[config.mk]
export PLATFORM = sky130hd
export DESIGN_NAME = threshold_monitor
export DESIGN_NICKNAME = d
export VERILOG_FILES = /design/src/rtl/threshold_monitor_pkg.sv /design/src/rtl/threshold_monitor_sat_counter.sv /design/src/rtl/threshold_monitor.sv
export SDC_FILE = /design/constraint.sdc
export NUM_CORES = 1
export LEC_CHECK = 0
export ABC_AREA = 0
export CAP_MARGIN = 20
export CORE_ASPECT_RATIO = 1.4
export CORE_UTILIZATION = 45
export CTS_BUF_LIST = sky130_fd_sc_hd__clkbuf_16
export DETAILED_ROUTE_END_ITERATION = 7
export GPL_ROUTABILITY_DRIVEN = 0
export GPL_TIMING_DRIVEN = 0
export HOLD_SLACK_MARGIN = 0.1
export PLACE_DENSITY = 0.79
export SYNTH_ARGS = -nofsm -noshare
export SYNTH_HDL_FRONTEND = slang
export SYNTH_SLANG_ARGS = --single-unit
[constraint.sdc]
create_clock -name clk_i -period 3.77 [get_ports clk_i]
set_clock_uncertainty 0.15 [all_clocks]
set_input_delay 1.131 -clock clk_i [delete_from_list [all_inputs] [get_ports clk_i]]
set_output_delay 1.131 -clock clk_i [all_outputs]
set_load 0.02 [all_outputs]
[src/rtl/threshold_monitor_pkg.sv]
// threshold_monitor_pkg
//   Shared types and constants for the threshold monitor.
//   - state_t    : alarm FSM states
//   - HIGH_*/LOW_*: bit slice of the packed thresholds register
package threshold_monitor_pkg;

   typedef enum logic [1:0] {
      NORMAL    = 2'd0,
      ARMING    = 2'd1,
      ALARM     = 2'd2,
      DISARMING = 2'd3
   } state_t;

   localparam int HIGH_MSB = 31;
   localparam int HIGH_LSB = 16;
   localparam int LOW_MSB  = 15;
   localparam int LOW_LSB  = 0;

endpackage

[src/rtl/threshold_monitor_sat_counter.sv]
// threshold_monitor_sat_counter
//   Saturating up-counter with synchronous clear.
//   Ports:
//     clk   : clock
//     rst   : synchronous active-high reset (count -> 0)
//     clr   : clear; when asserted together with inc the result is 1
//     inc   : increment request
//     count : current value, sticks at all-ones
module threshold_monitor_sat_counter #(
   parameter int W = 16
) (
   input  logic         clk,
   input  logic         rst,
   input  logic         clr,
   input  logic         inc,
   output logic [W-1:0] count
);

   always_ff @(posedge clk) begin
      if (rst) begin
         count <= '0;
      end else if (clr) begin
         // Clear first, then apply this cycle's increment.
         count <= inc ? W'(1) : '0;
      end else if (inc && (count != '1)) begin
         count <= count + W'(1);
      end
   end

endmodule

[src/rtl/threshold_monitor.sv]
// threshold_monitor
//   Compares a streaming unsigned sample against the high/low thresholds of
//   the packed thresholds register, with hysteresis and a debounce count,
//   and produces a debounced alarm level, rise/fall pulses and a saturating
//   count of alarm assertions.
//   Ports:
//     clk_i          : clock
//     rst_i          : synchronous active-high reset
//     thresholds_i   : [31:16] high threshold, [15:0] low threshold
//     sample_i       : unsigned sample
//     sample_valid_i : sample qualifier; no ready/back-pressure exists, a
//                      sample is consumed in every cycle where it is 1 and
//                      cycles where it is 0 change nothing in the FSM
//     count_clr_i    : one-cycle clear of the event counter
//     alarm_o        : debounced alarm level (registered)
//     rise_o         : one-cycle pulse with the 0->1 edge of alarm_o
//     fall_o         : one-cycle pulse with the 1->0 edge of alarm_o
//     event_count_o  : saturating count of alarm assertions
//     dbg_state      : current FSM state, for observation only
module threshold_monitor
   import threshold_monitor_pkg::*;
#(
   parameter int DEBOUNCE = 4,
   parameter int CNT_W    = 16
) (
   input  logic             clk_i,
   input  logic             rst_i,
   input  logic [31:0]      thresholds_i,
   input  logic [15:0]      sample_i,
   input  logic             sample_valid_i,
   input  logic             count_clr_i,
   output logic             alarm_o,
   output logic             rise_o,
   output logic             fall_o,
   output logic [CNT_W-1:0] event_count_o,
   output state_t           dbg_state
);

   localparam int DBW = $clog2(DEBOUNCE + 1);
   // Counter value at which the next qualifying sample is the final one.
   localparam logic [DBW-1:0] DEB_LAST = DBW'(DEBOUNCE - 1);

   state_t         state_q, state_d;
   logic [DBW-1:0] deb_q, deb_d;
   logic           alarm_d;
   logic           above, below;

   // Equality with either threshold never qualifies.
   assign above = sample_i > thresholds_i[HIGH_MSB:HIGH_LSB];
   assign below = sample_i < thresholds_i[LOW_MSB:LOW_LSB];

   always_ff @(posedge clk_i) begin
      if (rst_i) begin
         state_q <= NORMAL;
         deb_q   <= '0;
         alarm_o <= 1'b0;
         rise_o  <= 1'b0;
         fall_o  <= 1'b0;
      end else begin
         state_q <= state_d;
         deb_q   <= deb_d;
         alarm_o <= alarm_d;
         rise_o  <= alarm_d & ~alarm_o;
         fall_o  <= ~alarm_d & alarm_o;
      end
   end

   // Each state only looks at the comparison that moves it forward, so a
   // misconfigured register (low > high) still gives a single defined path.
   always_comb begin
      state_d = state_q;
      deb_d   = deb_q;
      if (sample_valid_i) begin
         unique case (state_q)
            NORMAL: begin
               if (above) begin
                  if (DEBOUNCE == 1) begin
                     state_d = ALARM;
                     deb_d   = '0;
                  end else begin
                     state_d = ARMING;
                     deb_d   = DBW'(1);
                  end
               end
            end
            ARMING: begin
               if (!above) begin
                  state_d = NORMAL;
                  deb_d   = '0;
               end else if (deb_q == DEB_LAST) begin
                  state_d = ALARM;
                  deb_d   = '0;
               end else begin
                  deb_d = deb_q + DBW'(1);
               end
            end
            ALARM: begin
               if (below) begin
                  if (DEBOUNCE == 1) begin
                     state_d = NORMAL;
                     deb_d   = '0;
                  end else begin
                     state_d = DISARMING;
                     deb_d   = DBW'(1);
                  end
               end
            end
            DISARMING: begin
               if (!below) begin
                  state_d = ALARM;
                  deb_d   = '0;
               end else if (deb_q == DEB_LAST) begin
                  state_d = NORMAL;
                  deb_d   = '0;
               end else begin
                  deb_d = deb_q + DBW'(1);
               end
            end
            default: begin
               state_d = NORMAL;
               deb_d   = '0;
            end
         endcase
      end
   end

   // alarm_o is a registered copy of "next state is on the alarm side", so it
   // moves on the same edge the FSM enters ALARM or returns to NORMAL.
   assign alarm_d   = (state_d == ALARM) || (state_d == DISARMING);
   assign dbg_state = state_q;

   // Incrementing on the same condition that sets rise_o keeps the counter
   // edge-aligned with the pulse.
   threshold_monitor_sat_counter #(
      .W (CNT_W)
   ) u_event_cnt (
      .clk   (clk_i),
      .rst   (rst_i),
      .clr   (count_clr_i),
      .inc   (alarm_d & ~alarm_o),
      .count (event_count_o)
   );

endmodule

## Word level (Yosys, flattened, before mapping)

Index checks and enable logic that the tools add are counted.

| word-level totals | value |
|---|---|
| register bits | 24 |
| bits in latches | 0 |
| RAM bits | 0 |
| ROM bits | 0 |
| logic and storage cells | 45 |
| memories kept | 0 |

| operators by class | value |
|---|---|
| add/sub/neg operators | 2 |
| $mul | 0 |
| div/mod/pow operators | 0 |
| order comparisons | 2 |
| equality and inequality tests | 9 |
| shift-type cells | 0 |
| muxes and demuxes | 17 |
| bitwise gates (word level) | 4 |
| reductions and logical operators | 5 |

Operators by type and width:

| operator | number |
|---|---|
| two-way mux 16 bit | 2 |
| adder 16 x 1 -> 16 bit, second input constant | 1 |
| > comparator 16 bit | 1 |
| less-than comparator 16 bit | 1 |
| != test 16 bit, second input constant | 1 |
| two-way mux 3 bit | 5 |
| two-way mux 2 bit | 7 |
| case mux 3 bit (4 select lines) | 1 |
| equality test 2 bit, second input constant | 4 |
| case mux 2 bit (4 select lines) | 1 |
| != test 2 bit, second input constant | 2 |
| adder 3 x 1 -> 3 bit, second input constant | 1 |
| equality test 3 x 2 -> 1 bit, second input constant | 1 |
| AND reduction 3 bit | 1 |
| bitwise AND 1 bit | 2 |
| equality test 2 x 1 -> 1 bit, second input constant | 1 |
| logical NOT 2 bit | 1 |
| NOT 1 bit | 2 |
| nonzero test 2 bit | 1 |
| logical AND 1 bit | 1 |
| logical OR 1 bit | 1 |
| two-way mux 1 bit | 1 |

## Longest topological paths before layout

| depth | value |
|---|---|
| word-level depth | 11 |
| gate-level depth with buffers | 11 |

## Hierarchy

From an unflattened synthesis, not the netlist that was laid out.

| second synthesis, totals | value |
|---|---|
| cells, all modules | 246 |
| area, all modules | 1,964.4 µm² |

Modules (own cells, without submodules):

| module | times used | cells each | area each (µm²) |
|---|---|---|---|
| threshold_monitor | 1 | 147 | 1,123.6 |
| threshold_monitor_sat_counter | 1 | 99 | 840.8 |

## Worst setup path before layout

OpenSTA, ideal clock, no wires.

| timing | value |
|---|---|
| kind | input-to-reg |
| from | input port thresholds_i[17] |
| to | register u_event_cnt.count[13] |
| library setup time | 0.070 ns |
| arrival time | 2.954 ns |
| data required time | 3.550 ns |
| path slack | 0.596 ns |
| cell stages on the path | 10 |
| buffers on the path | 1 |
| path through | inv_1 > ha_1 > nor2b_1 > o211ai_1 > a2111o_1 > nand3_1 > a32oi_2 > buf_6 > or4_1 > a21oi_1 |

| on the way | value |
|---|---|
| cells in the longest elaborated chain, start to end | 9 |

RTL lines:

| item | RTL line | RTL |
|---|---|---|
| from (decl) | threshold_monitor.sv:28 | `input logic [31:0] thresholds_i,` |
| > comparator 16 bit (*) | threshold_monitor.sv:49 | `assign above = sample_i > thresholds_i[HIGH_MSB:HIGH_LSB];` |
| two-way mux 2 bit (on tied branches) | threshold_monitor.sv:87, threshold_monitor.sv:76 |  |
| case mux 2 bit (4 select lines) (*) | threshold_monitor.sv:74 | `unique case (state_q)` |
| two-way mux 2 bit (*) | threshold_monitor.sv:73 | `if (sample_valid_i) begin` |
| equality test 2 bit | threshold_monitor.sv:129 | `assign alarm_d = (state_d == ALARM) \|\| (state_d == DISARMING);` |
| logical OR 1 bit (*) | threshold_monitor.sv:129 |  |
| bitwise AND 1 bit (*) | threshold_monitor.sv:140 | `.inc (alarm_d & ~alarm_o),` |
| logical AND 1 bit (*) | threshold_monitor_sat_counter.sv:25 | `end else if (inc && (count != '1)) begin` |
| nonzero test 2 bit (no source line) (*) | - |  |
| to (signal assigned) | threshold_monitor_sat_counter.sv:24 | `count <= inc ? W'(1) : '0;` |
| to (signal assigned) | threshold_monitor_sat_counter.sv:26 | `count <= count + W'(1);` |
| to (decl) | threshold_monitor_sat_counter.sv:16 | `output logic [W-1:0] count` |

Mark *: on every way between the ends. The rest lies on a longest branch, timed or not.
A chain may end at the register's enable or synchronous reset.

## Worst setup path in the final report

| timing | value |
|---|---|
| from | input port thresholds_i[31] |
| to | register u_event_cnt.count[6] |

The elaborated chain is that of the path after synthesis.

==> impl_metrics.json <==
{
  "cp_max_fo": 10,
  "critPathKind": "in -> reg",
  "holdCritPathClass": "reg -> reg",
  "internal_power_uw": 553,
  "cts_resized": 0,
  "cts.path.max_buffers": 2,
  "max_freq_ghz": 0.277,
  "fp.coreArea_um2": 4270,
  "cp-end-kind": "flip-flop",
  "synth_top_area_share_pct": 23.9,
  "synth_top_area_cell": "dfxtp_1",
  "insertion_delay_ns": 0.26,
  "syn_to_final_growth_pct": 44.3,
  "post_drt_wl_per_cell_um": 12.1,
  "clock-sinks": 24,
  "drt_iter0_markers": 132,
  "regToRegSetupSlack_ns": 1.25,
  "fin_crit_ns": 3.61,
  "layout_commonest_cell": "clkdlybuf4s50_1",
  "cts_setup_buffers": 0,
  "cts_tree": "yes",
  "drv_cap": 0,
  "n_antenna_cell": 0,
  "slew_violations": 0,
  "finalHoldViolations": 0,
  "fp.dieArea_um2": 4750,
  "crit_buf_inv": 3,
  "yosysSeqAreaShare_pct": 23.9,
  "via_per_inst": 5.43,
  "fp.dieW_um": 58.5,
  "num_rows": 28,
  "avgSynthCellArea_um2": 7.89,
  "start_util_pct": 47.1,
  "timing.rr.end": "u_event_cnt.count[0]",
  "dp.cells": 386,
  "grt_pass1_wl_mm": 8.22,
  "synth-edff-count": 0,
  "outcome": "finished, final reports clean",
  "ys_ff_latch": 24,
  "utilization_pct": 67.9,
  "critPathMaxStageDelay_ns": 0.48,
  "fillerInstances": 386,
  "rr_startpoint": "u_event_cnt.count[2]",
  "reg2reg_depth": 8,
  "antenna_found_initial": 0,
  "hold_depth": 1,
  "numCtsBuffers": 3,
  "drt-pass1-iter-count": 4,
  "grt_usage_pct": 21.9,
  "cts.clk_slew.worst_paths_ns": 0.06,
  "relSlewSlack_pct": 53.0,
  "dp.final_hpwl_mm": 3.81,
  "layout-drive-gt1-share_pct": 4.55,
  "combinationalPowerShare_pct": 21.2,
  "hold_buffers": 0,
  "syn_area_um2": 2010,
  "pre_cts_ws_ns": -0.114,
  "async_flop_share_pct": 0,
  "swShare_pct": 22.2,
  "crit_chain": "clkdlybuf4s50_1 > inv_1 > ha_1 > nand4_1 > a2111o_1 > nand3_1 > a32oi_2 > buf_6 > or4_1 > a21oi_1",
  "synth.distinct_cells": 47,
  "synthesis.nets": 340,
  "p_sw_uw": 158,
  "power_leakage_nw": 1.19,
  "grt_max_degree": 15,
  "die_h_um": 81.1,
  "nNetsFinal": 416,
  "cpMaxStageDelayCell": "a2111o_1",
  "detail-route-antenna-nets": 0,
  "peakVddDrop_mv": 0.141,
  "final_cells": 390,
  "num_vias": 2119,
  "max_slew.worst_pin.slew_ns": 0.699,
  "synthTopCellsByArea": "dfxtp_1 (24%), ha_1 (21%), a21oi_1 (7.5%)",
  "syn_inst": 255,
  "worstPathArrival_ns": 3.65,
  "ctsHtreeMaxLevel": 1,
  "ys_dominant_reg_cell": "dfxtp_1",
  "power_frac_seq_pct": 36.3,
  "grt_pass1_vias": 2027,
  "rsz0062_at_grt": "no",
  "power_uw": 711,
  "cp-startpoint": "thresholds_i[31]",
  "num_io_pins": 73,
  "yosys_warnings": 0,
  "power_density_nw_per_um2": 245,
  "finalCritPeriodShare_pct": 95.7,
  "cp_num_cells": 10,
  "portBuffers": 71,
  "final_cell_mix": "clkdlybuf4s50_1 (71), inv_1 (34), ha_1 (33)",
  "setup_viol": 0,
  "setup_ws_ns": 0.163,
  "wirelength_mm": 4.71,
  "cp_data_required_time_ns": 3.81,
  "crit_path_start_kind": "input pin",
  "cp_top_family": "simple AND/OR/NAND/NOR gates",
  "remaining_drc_errors": 0,
  "ctsRootBufferMaster": "clkbuf_16",
  "clkPwrFrac_pct": 42.5,
  "setup.worst_path.end": "u_event_cnt.count[6]",
  "grt_overflow": 0
}
-- logic make-up after synthesis --
family | share of synthesized area, %
buffers and inverters | 9.20
DFF | 23.9
AOI/OAI and AO/OA | 22.5
muxes | 0.497
and+or+nand+nor | 23.4
adders and majority gates | 20.5
-- registers in the layout, summed over array words and instances (netlist names) --
| register | count |
|---|---|
| u_event_cnt.count | 16 |
| deb_q | 3 |
| dbg_state | 2 |
| alarm_o | 1 |
| fall_o | 1 |
| rise_o | 1 |
-- worst reg2reg max path: stages (launching register included) --
cell and delay, ns:
dfxtp_1 0.40, and3_1 0.22, and2_1 0.18, nand2_1 0.22, nor3_1 0.65, buf_2 0.33
nor2_1 0.06, o21bai_1 0.12, a21oi_1 0.07
-- power by group through the flow --
stage	Sequential, mW	Combinational (mW)	Clock [mW]
after floorplan	0.264	0.0765	0
after global placement	0.264	0.148	0
after detailed placement	0.264	0.152	0
after CTS	0.258	0.153	0.307
after global routing	0.258	0.173	0.316
final	0.258	0.151	0.302
-- worst min-delay path by stage --
stage / from / slack [ns] / end
after floorplan: deb_q[2] / 0.31 / deb_q[2]
after global placement: deb_q[2] / 0.32 / deb_q[2]
after detailed placement: deb_q[2] / 0.34 / deb_q[2]
after CTS: deb_q[2] / 0.35 / deb_q[2]
after global routing: deb_q[2] / 0.36 / deb_q[2]
final: deb_q[2] / 0.34 / deb_q[2]
-- synthesized netlist by cell type (all sizes together) (2+ instances only) --
| library cell | n |
|---|---|
| inv | 34 |
| ha | 33 |
| a21oi | 30 |
| dfxtp | 24 |
| nand2 | 20 |
| o21ai | 14 |
| nand4 | 9 |
| or3 | 9 |
| nor2 | 7 |
| buf | 6 |
| nand3 | 6 |
| o31ai | 6 |
| or4 | 6 |
| and3 | 5 |
| nand2b | 5 |
| o211ai | 4 |
| nor3 | 3 |
| nor4 | 3 |
| o21a | 3 |
| and2 | 2 |
| clkbuf | 2 |
| nor2b | 2 |
| nor3b | 2 |
-- stage by stage --
stage | TNS (ns) | hold WS (ns) | cell area, µm²
2_1_floorplan | 0 | 0.311 | 2010
3_3_place_gp | -0.214 | 0.320 | 2800
3_5_place_dp | -0.479 | 0.336 | 2800
4_1_cts | 0 | 0.345 | 2900
5_1_grt | 0 | 0.364 | 2900
6_report | 0 | 0.343 | 2900
-- layer usage --
layer  GRT usage (%)  share of wire, %  up-vias
met5               0                 0        -
met4            7.14               1.3        0
met3            2.71               4.7        7
met2            44.7                55       79
met1            22.3                39      951
li1                -                 -     1082
-- final cells by class --
type / instances / area (µm²) / area share [%]
Multi-Input combinational cell: 189 / 1350 / 46.4
Timing Repair Buffer: 71 / 711 / 24.5
Tap cell: 60 / 75.1 / 2.59
Clock inverter: 1 / 30.0 / 1.03
Inverter: 34 / 128 / 4.39
Buffer: 8 / 57.6 / 1.98
Sequential cell: 24 / 480 / 16.5
Clock buffer: 3 / 75.1 / 2.59
Power figures use the tool's default switching activity.
